## config.mk

```make
export PLATFORM = sky130hd
export DESIGN_NAME = decoder_pipe
export DESIGN_NICKNAME = d
export VERILOG_FILES = /design/src/rtl/decoder_pkg.sv /design/src/rtl/decoder_fields.sv /design/src/rtl/decoder_pipe.sv
export SDC_FILE = /design/constraint.sdc
export NUM_CORES = 1
export LEC_CHECK = 0
export CAP_MARGIN = 25
export CORE_MARGIN = 5
export CORE_UTILIZATION = 35
export DETAILED_ROUTE_END_ITERATION = 10
export GPL_TIMING_DRIVEN = 0
export RECOVER_POWER = 100
export SLEW_MARGIN = 20
export SYNTH_ARGS = -nofsm -noshare
export SYNTH_HDL_FRONTEND = slang
export SYNTH_SLANG_ARGS = --single-unit
```

## constraint.sdc

```tcl
create_clock -name I_clk -period 1.9 [get_ports I_clk]
set_input_delay 0.475 -clock I_clk [delete_from_list [all_inputs] [get_ports I_clk]]
set_output_delay 0.475 -clock I_clk [all_outputs]
set_load 0.01 [all_outputs]
```

## src/rtl/decoder_pkg.sv

```systemverilog
// decoder_pkg: shared widths, field-offset helpers and the decoded record for decoder_pipe.
package decoder_pkg;
    localparam int OPCODE_WIDTH_DEF  = 4;
    localparam int REG_SEL_WIDTH_DEF = 3;
    localparam int IMM_WIDTH_DEF     = 8;
    localparam int INSTR_WIDTH_DEF   = 16;
    localparam int DATA_WIDTH_DEF    = 16;
    // The record is sized for the widest supported configuration; narrower ones zero-pad.
    localparam int OPCODE_WIDTH_MAX  = 8;
    localparam int REG_SEL_WIDTH_MAX = 8;
    localparam int DATA_WIDTH_MAX    = 64;

    typedef struct packed {
        logic [OPCODE_WIDTH_MAX-1:0]  opcode;
        logic [REG_SEL_WIDTH_MAX-1:0] rd_sel;
        logic [REG_SEL_WIDTH_MAX-1:0] ra_sel;
        logic [REG_SEL_WIDTH_MAX-1:0] rb_sel;
        logic                         flag;
        logic [DATA_WIDTH_MAX-1:0]    imm;
        logic                         writes_rd;
    } decoded_t;

    function automatic int rd_lsb(input int instr_w, input int opc_w, input int sel_w);
        return instr_w - opc_w - sel_w;
    endfunction

    function automatic int flag_pos(input int instr_w, input int opc_w, input int sel_w);
        return instr_w - opc_w - sel_w - 1;
    endfunction

    function automatic int ra_lsb(input int imm_w, input int sel_w);
        return imm_w - sel_w;
    endfunction

    function automatic int rb_lsb(input int imm_w, input int sel_w);
        return imm_w - 2 * sel_w;
    endfunction
endpackage

```

## src/rtl/decoder_fields.sv

```systemverilog
// decoder_fields: combinational split of an instruction word into a decoded_t record.
module decoder_fields
    import decoder_pkg::*;
#(
    parameter int OPCODE_WIDTH  = OPCODE_WIDTH_DEF,
    parameter int REG_SEL_WIDTH = REG_SEL_WIDTH_DEF,
    parameter int IMM_WIDTH     = IMM_WIDTH_DEF,
    parameter int INSTR_WIDTH   = INSTR_WIDTH_DEF,
    parameter int DATA_WIDTH    = DATA_WIDTH_DEF,
    parameter logic [(1<<OPCODE_WIDTH)-1:0] SIGNED_IMM_MASK = '0,
    parameter logic [(1<<OPCODE_WIDTH)-1:0] WRITES_RD_MASK  = '1
) (
    input  logic [INSTR_WIDTH-1:0] instr_i,
    output decoded_t               dec_o
);
    localparam int RD_LSB   = rd_lsb(INSTR_WIDTH, OPCODE_WIDTH, REG_SEL_WIDTH);
    localparam int FLAG_POS = flag_pos(INSTR_WIDTH, OPCODE_WIDTH, REG_SEL_WIDTH);
    localparam int RA_LSB   = ra_lsb(IMM_WIDTH, REG_SEL_WIDTH);
    localparam int RB_LSB   = rb_lsb(IMM_WIDTH, REG_SEL_WIDTH);

    logic [OPCODE_WIDTH-1:0] opcode;
    logic [IMM_WIDTH-1:0]    imm_raw;
    logic                    neg;
    logic [DATA_WIDTH-1:0]   imm_ext;

    assign opcode  = instr_i[INSTR_WIDTH-1 -: OPCODE_WIDTH];
    assign imm_raw = instr_i[IMM_WIDTH-1:0];
    assign neg     = SIGNED_IMM_MASK[opcode] & imm_raw[IMM_WIDTH-1];
    // Ones shifted above the raw field; vanishes when DATA_WIDTH == IMM_WIDTH.
    assign imm_ext = DATA_WIDTH'(imm_raw) | ({DATA_WIDTH{neg}} << IMM_WIDTH);

    always_comb begin
        dec_o           = '0;
        dec_o.opcode    = OPCODE_WIDTH_MAX'(opcode);
        dec_o.rd_sel    = REG_SEL_WIDTH_MAX'(instr_i[RD_LSB +: REG_SEL_WIDTH]);
        dec_o.ra_sel    = REG_SEL_WIDTH_MAX'(instr_i[RA_LSB +: REG_SEL_WIDTH]);
        dec_o.rb_sel    = REG_SEL_WIDTH_MAX'(instr_i[RB_LSB +: REG_SEL_WIDTH]);
        dec_o.flag      = instr_i[FLAG_POS];
        dec_o.imm       = DATA_WIDTH_MAX'(imm_ext);
        dec_o.writes_rd = WRITES_RD_MASK[opcode];
    end
endmodule

```

## src/rtl/decoder_pipe.sv

```systemverilog
// decoder_pipe: flow-controlled instruction decoder with an output register and a one-deep skid buffer.
module decoder_pipe
    import decoder_pkg::*;
#(
    parameter int OPCODE_WIDTH  = OPCODE_WIDTH_DEF,
    parameter int REG_SEL_WIDTH = REG_SEL_WIDTH_DEF,
    parameter int IMM_WIDTH     = IMM_WIDTH_DEF,
    parameter int INSTR_WIDTH   = INSTR_WIDTH_DEF,
    parameter int DATA_WIDTH    = DATA_WIDTH_DEF,
    parameter logic [(1<<OPCODE_WIDTH)-1:0] SIGNED_IMM_MASK = '0,
    parameter logic [(1<<OPCODE_WIDTH)-1:0] WRITES_RD_MASK  = '1
) (
    input  logic                     I_clk,
    input  logic                     I_reset,
    input  logic                     I_enable,
    input  logic                     I_flush,
    input  logic                     I_valid,
    output logic                     O_ready,
    input  logic [INSTR_WIDTH-1:0]   I_instruction,
    output logic                     O_valid,
    input  logic                     I_ready,
    output logic [OPCODE_WIDTH-1:0]  O_opcode,
    output logic [REG_SEL_WIDTH-1:0] O_rD_select,
    output logic [REG_SEL_WIDTH-1:0] O_rA_select,
    output logic [REG_SEL_WIDTH-1:0] O_rB_select,
    output logic                     O_flag,
    output logic [DATA_WIDTH-1:0]    O_immediate,
    output logic                     O_writes_rd
);
    decoded_t in_dec;
    decoded_t out_q, out_d, skid_q, skid_d;
    logic     out_valid_q, out_valid_d, skid_valid_q, skid_valid_d;
    logic     accept, out_free;
    logic     unused_bits;

    decoder_fields #(
        .OPCODE_WIDTH   (OPCODE_WIDTH),
        .REG_SEL_WIDTH  (REG_SEL_WIDTH),
        .IMM_WIDTH      (IMM_WIDTH),
        .INSTR_WIDTH    (INSTR_WIDTH),
        .DATA_WIDTH     (DATA_WIDTH),
        .SIGNED_IMM_MASK(SIGNED_IMM_MASK),
        .WRITES_RD_MASK (WRITES_RD_MASK)
    ) u_fields (
        .instr_i(I_instruction),
        .dec_o  (in_dec)
    );

    // Ready depends only on registered state, never on I_ready.
    assign O_ready  = I_enable & ~skid_valid_q & ~I_reset;
    assign accept   = I_valid & O_ready;
    assign out_free = ~out_valid_q | I_ready;

    always_comb begin
        out_d        = out_q;
        out_valid_d  = out_valid_q;
        skid_d       = skid_q;
        skid_valid_d = skid_valid_q;
        if (I_enable) begin
            if (I_flush) begin
                out_valid_d  = 1'b0;
                skid_valid_d = 1'b0;
            end else if (out_free) begin
                out_d        = skid_valid_q ? skid_q : in_dec;
                out_valid_d  = skid_valid_q | accept;
                skid_valid_d = 1'b0;
            end else if (accept) begin
                skid_d       = in_dec;
                skid_valid_d = 1'b1;
            end
        end
    end

    always_ff @(posedge I_clk) begin
        if (I_reset) begin
            out_q        <= '0;
            out_valid_q  <= 1'b0;
            skid_q       <= '0;
            skid_valid_q <= 1'b0;
        end else begin
            out_q        <= out_d;
            out_valid_q  <= out_valid_d;
            skid_q       <= skid_d;
            skid_valid_q <= skid_valid_d;
        end
    end

    assign O_valid     = out_valid_q;
    assign O_opcode    = out_q.opcode[OPCODE_WIDTH-1:0];
    assign O_rD_select = out_q.rd_sel[REG_SEL_WIDTH-1:0];
    assign O_rA_select = out_q.ra_sel[REG_SEL_WIDTH-1:0];
    assign O_rB_select = out_q.rb_sel[REG_SEL_WIDTH-1:0];
    assign O_flag      = out_q.flag;
    assign O_immediate = out_q.imm[DATA_WIDTH-1:0];
    assign O_writes_rd = out_q.writes_rd;
    // Padding bits of the wide record are always zero.
    assign unused_bits = ^out_q;
endmodule

```

==> results.ini, run 1 <==
[run_status]
status=finished, final reports clean

[global_routing]
antenna_found_initial=0
grt_first_pass_wirelength_um=6865
grt_pass1_vias=1416
overflow=0
grt_use_total=0.1364
grt_max_degree=19

[final_layout]
area_growth_pct=36.68
drive_above_1_share=0.2172
insertedDiodeCount=0
ff_latch_area_um2=720.7
finalNetCount=265
final_cell_count_no_fill=314
multiInputGateArea_um2=855.8
fillers=518

[route]
drtPass1Iterations=4
met3_length_um=170
route.detailed.drc=0
wl_um=4306
wl_per_cell_um=13.71
top_layer_used=met4
drt.antenna.violating_nets=0
vias=1459
drtIter0Drc=49
via_per_inst=4.646
wl_met1_um=2127
wl_met2_um=1954

[worst_hold_path]
hp-class=reg2reg

[power_and_ir_drop]
power_density_nw_per_um2=672.0
ir_worst_vdd_v=0.0004378
totalPowerFinal_mw=1.661
leakagePower_nw=0.9431

[worst_setup_path]
worstPathMaxFanout=3
path_class=reg2out
cp.required_ns=1.42
cp-end-kind=primary output
crit_arrival_ns=1.33
startpoint_type=register

[placement]
preCtsSetupSlack_ns=-0.6990
io_buffers=46
dp_hpwl_um=3105
gp_congestion=0.7158
dp_cells=307

[floorplanning]
rows=26
initial_utilization=0.3563
core-area_um2=5075
dieWidth_um=81.87
die_h_um=81.87
ios=55
dieArea_um2=6703

[cts]
clkSinkCount=36
cts_made_buffers=5
htreeDepth=2
tritoncts=done
clk_latency_ns=0.28
clk_path_buf_depth=2
clkTransAtPathRegs_ns=0.07
clockRootBuffer=clkbuf_8

[sta]
fin_worst_skew_ns=0.005383
setup_viol=0
post-route-min-period_ns=1.809
finalCritPeriodShare=0.9522
fin_ws_ns=0.09085
holdWs_ns=0.4707
final.setup.tns_ns=0
hold_viol_final=0
rsz0062_at_grt=false
fmax_ghz=0.5527
slew_viol_final=0

[yosys]
syn-cell-area_um2=1808
syn_inst=184
synth_edf_count=0
synth_most_common_cell=dfxtp_1
synth_area_per_cell_um2=9.826
yosysSeqAreaShare=0.3986
synth_seq_cells=36
synth_common_cells=dfxtp_1 (36), a21oi_1 (25), mux2i_1 (16), nand3_1 (16), buf_4 (15)
ys.flop_type=dfxtp_1
yosysTopAreaCellShare=0.3986
yosysWarnings=0
synthTopCellsByArea=dfxtp_1 (40%), mux2i_1 (8.9%), a211oi_2 (6.9%)
synth_top_cell_by_area=dfxtp_1
synthDistinctLibCells=30
async_reset_ff_frac=0

[run]
cap_violations=0

## per-layer routing
metal  up-vias  GRT usage
met3         8    0.02741
li1        752          -
met4         0    0.04983
met2        35     0.2044
met5         -          0
met1       664     0.1922
## report_power, final
group	internal [mW]	total (mW)	switching (mW)
clock network	0.296	0.553	0.257
logic	0.170	0.310	0.140
registers	0.782	0.798	0.0153
## sequential cells by signal (all words and copies together), names as in the netlist
name,cells
O_immediate,4
O_opcode,4
O_rD_select,3
O_rA_select,2
O_valid,1
O_flag,1
skid_valid_q,1
O_writes_rd,1
O_rB_select,2
skid_q,17
## layout by cell type, fill, tap and decap left out
cell type / synthesis / routed
nor4b_4: 1 / 1
conb_1: 1 / 8
dfxtp_1: 36 / 36
clkbuf_1: 1 / 2
o21ai_1: 10 / 5
buf_4: 15 / 13
o21ai_0: 3 / 8
nand2b_1: 11 / 12
mux2i_1: 16 / 16
dlygate4sd3_1: 0 / 22
clkbuf_8: 0 / 6
nand3_1: 16 / 16
a211oi_1: 6 / 6
clkdlybuf4s50_1: 0 / 21
nor2b_4: 1 / 1
buf_6: 6 / 7
nor2_1: 1 / 1
and3b_1: 1 / 1
inv_1: 1 / 1
a311oi_1: 1 / 1
nand2_1: 1 / 1
a21bo_1: 3 / 3
nor3_1: 1 / 1
o21a_1: 1 / 1
a211oi_2: 10 / 10
dlygate4sd2_1: 0 / 2
nor3b_2: 0 / 1
clkbuf_4: 0 / 3
a21oi_1: 25 / 25
a21bo_2: 2 / 2
clkdlybuf4s15_2: 0 / 1
buf_2: 9 / 7
and2_0: 0 / 1
and2_1: 1 / 1
buf_12: 1 / 1
## timing repair
action	4_1_cts	5_1_grt
hold buffers	0	0
buffers inserted	1	0
gates resized for setup	8	0
endpoints found under the setup margin	1	2
hold endpoints to repair	0	0
## stage by stage
stage | utilization | instance area (um2)
2_1_floorplan | - | 1834
3_3_place_gp | 0.4694 | 2382
3_5_place_dp | 0.4694 | 2382
4_1_cts | 0.4896 | 2485
5_1_grt | 0.4869 | 2471
6_report | 0.4869 | 2471
## worst paths after layout
path,slack [ns],startpoint,end,depth (start not counted)
worst min register to register,0.47,skid_q[75],skid_q[75],2
worst max-delay path,0.09,O_immediate[7],O_rA_select[2],2
worst max register to register,0.57,skid_valid_q,skid_q[82],4
worst min-delay path,0.47,skid_q[75],skid_q[75],2
## area by class of cell
type                       instances  share of cell area
buffer                            30             0.09975
clock buffer                       8             0.03646
sequential                        36              0.2916
inverter                           1            0.001519
multi-input combinational        122              0.3463
timing repair buffer              47              0.1889
tap                               70             0.03544
## kinds of logic (layout without fill, tap and decap cells)
logic type      Yosys count  after routing  synth area share
simple gates             37             37            0.1349
flops                    36             36            0.3986
other cells               1              8          0.002074
mux                      16             16           0.08858
compound gates           61             61            0.2360
buf+inv                  33             86            0.1398
## worst max-delay path: stages, from the launching register on
cell,delay [ns]
dfxtp_1,0.35
buf_4,0.11
dlygate4sd3_1,0.59
Note: power is estimated with default switching activity, not from simulation.
==> run 2: changes to the inputs <==
--- a/config.mk
+++ b/config.mk
@@ -10,6 +10,7 @@
 export CORE_UTILIZATION = 35
 export DETAILED_ROUTE_END_ITERATION = 10
 export GPL_TIMING_DRIVEN = 0
+export PLACE_DENSITY = 0.67
 export RECOVER_POWER = 100
 export SLEW_MARGIN = 20
 export SYNTH_ARGS = -nofsm -noshare
==> results.ini, run 2 (same netlist as run 1, synthesis figures left out) <==
[sta]
post-route-min-period_ns=1.806  ; was 1.809 ns
holdWs_ns=0.4684  ; was 0.4707 ns
slew_viol_final=0  ; unchanged
finalCritPeriodShare=0.9505  ; was 0.9522
setup_viol=0  ; unchanged
hold_viol_final=0  ; unchanged
rsz0062_at_grt=false  ; unchanged
fmax_ghz=0.5537  ; was 0.5527 GHz
fin_worst_skew_ns=0.004565  ; was 0.005383 ns
fin_ws_ns=0.09406  ; was 0.09085 ns

[cts]
clkSinkCount=36  ; unchanged
htreeDepth=2  ; unchanged
clkTransAtPathRegs_ns=0.07  ; about the same
cts_hold_buf=0  ; unchanged
tritoncts=done  ; unchanged
clk_path_buf_depth=2  ; unchanged
cts_made_buffers=5  ; unchanged
clk_latency_ns=0.29  ; was 0.28 ns
clockRootBuffer=clkbuf_8  ; unchanged

[worst_setup_path]
cp.required_ns=1.42  ; about the same
path_class=reg2out  ; unchanged
startpoint_type=register  ; unchanged
cp-end-kind=primary output  ; unchanged
crit_arrival_ns=1.33  ; about the same
worstPathMaxFanout=3  ; unchanged

[route]
vias=1474  ; was 1459
wl_um=4282  ; was 4306 um
route.detailed.drc=0  ; unchanged
drt.antenna.violating_nets=0  ; unchanged
wl_per_cell_um=13.59  ; was 13.71 um
drtIter0Drc=61  ; was 49
drtPass1Iterations=4  ; unchanged
via_per_inst=4.679  ; was 4.646

[run_status]
status=finished, final reports clean  ; unchanged

[placement]
dp_hpwl_um=3088  ; was 3105 um
dp_cells=307  ; unchanged
gp_congestion=0.7416  ; was 0.7158
post_dp_cell_area_um2=2382  ; unchanged
io_buffers=46  ; unchanged
preCtsSetupSlack_ns=-0.6947  ; was -0.6990 ns

[power_and_ir_drop]
power_density_nw_per_um2=714.7  ; was 672.0 nW/um2
ir_worst_vdd_v=0.0004030  ; was 0.0004378 V
leakagePower_nw=0.9433  ; was 0.9431 nW

[final_layout]
largest_register_ffs=17  ; unchanged
layout.cells.most_common_list=dfxtp_1 (36), a21oi_1 (25), clkdlybuf4s50_1 (23)  ; was dfxtp_1 (36), a21oi_1 (25), dlygate4sd3_1 (22)
largest-register=skid_q  ; unchanged
mostFrequentLayoutCell=dfxtp_1  ; unchanged
area_growth_pct=36.82  ; was 36.68%
fillers=523  ; was 518
final_cell_count_no_fill=315  ; was 314
insertedDiodeCount=0  ; unchanged
drive_above_1_share=0.2122  ; was 0.2172
fin_util=0.4874  ; was 0.4869
finalNetCount=266  ; was 265
fin_area_um2=2474  ; was 2471 um2

[floorplanning]
ios=55  ; unchanged
dieArea_um2=6703  ; unchanged
core-area_um2=5075  ; unchanged
rows=26  ; unchanged
dieWidth_um=81.87  ; unchanged
die_h_um=81.87  ; unchanged
initial_utilization=0.3563  ; unchanged

[global_routing]
grt_pass1_vias=1505  ; was 1416
grt_max_degree=19  ; unchanged
overflow=0  ; unchanged
grt_first_pass_wirelength_um=7065  ; was 6865 um
grt_use_total=0.1394  ; was 0.1364
antenna_found_initial=0  ; unchanged

[run]
cap_violations=0  ; unchanged

[worst_hold_path]
hp-class=reg2reg  ; unchanged

run 2: path summary, 6_finish.rpt:
check                                     from             end  slack [ns]  cells after the start
worst min register to register      skid_q[75]      skid_q[75]        0.47                      2
worst max-delay path            O_immediate[7]  O_rA_select[2]        0.09                      2
worst max register to register         O_valid  O_rA_select[1]        0.54                      6
worst min-delay path                skid_q[75]      skid_q[75]        0.47                      2
run 2: per-stage QoR:
step,total power [mW],setup TNS [ns]
3_5_place_dp,1.142,-4.000
2_1_floorplan,0.9899,0
6_report,1.768,0
3_3_place_gp,1.139,-3.714
5_1_grt,1.858,0
4_1_cts,1.808,0
run 2: area by class of cell:
| cell class | count | area (um2) | area share |
|---|---|---|---|
| multi-input combinational | 122 | 845.8 | 0.3419 |
| sequential | 36 | 720.7 | 0.2914 |
| timing repair buffer | 47 | 466.7 | 0.1887 |
| buffer | 31 | 241.5 | 0.09762 |
| tap | 70 | 87.58 | 0.03541 |
| clock buffer | 6 | 72.57 | 0.02934 |
| clock inverter | 2 | 35.03 | 0.01416 |
| inverter | 1 | 3.754 | 0.001517 |
run 2: where the power goes:
group          internal [mW]  leakage (nW)  switching, mW
logic                  0.170         0.595          0.138
clock network          0.389        0.0552          0.273
registers              0.782         0.293         0.0157
total                   1.34         0.943          0.427
run 2: critical path, stage by stage (launching register included):
cell,delay [ns]
dfxtp_1,0.35
buf_4,0.11
dlygate4sd3_1,0.59
run 2: routing by layer:
layer	routed length, um	part of all wire	GRT usage	vias to the layer above
li1	-	-	-	755
met1	1959	0.46	0.1689	671
met2	1997	0.47	0.2294	40
met3	260	0.061	0.03947	8
met4	64	0.015	0.05980	0
met5	0	0	0	-
run 2: what timing repair did:
action / in CTS / in global routing
setup endpoints to repair: 1 / 0
resized for setup: 7 / 0
buffers inserted: 1 / 0
==> run 3: changes to the inputs <==
--- a/config.mk
+++ b/config.mk
@@ -9,10 +9,10 @@
 export CORE_MARGIN = 5
 export CORE_UTILIZATION = 35
 export DETAILED_ROUTE_END_ITERATION = 10
+export GPL_ROUTABILITY_DRIVEN = 0
 export GPL_TIMING_DRIVEN = 0
 export PLACE_DENSITY = 0.67
 export RECOVER_POWER = 100
-export SLEW_MARGIN = 20
 export SYNTH_ARGS = -nofsm -noshare
 export SYNTH_HDL_FRONTEND = slang
 export SYNTH_SLANG_ARGS = --single-unit
==> results of run 3 <==
Same layout as run 2: the final DEF is identical, and so are final timing and power.
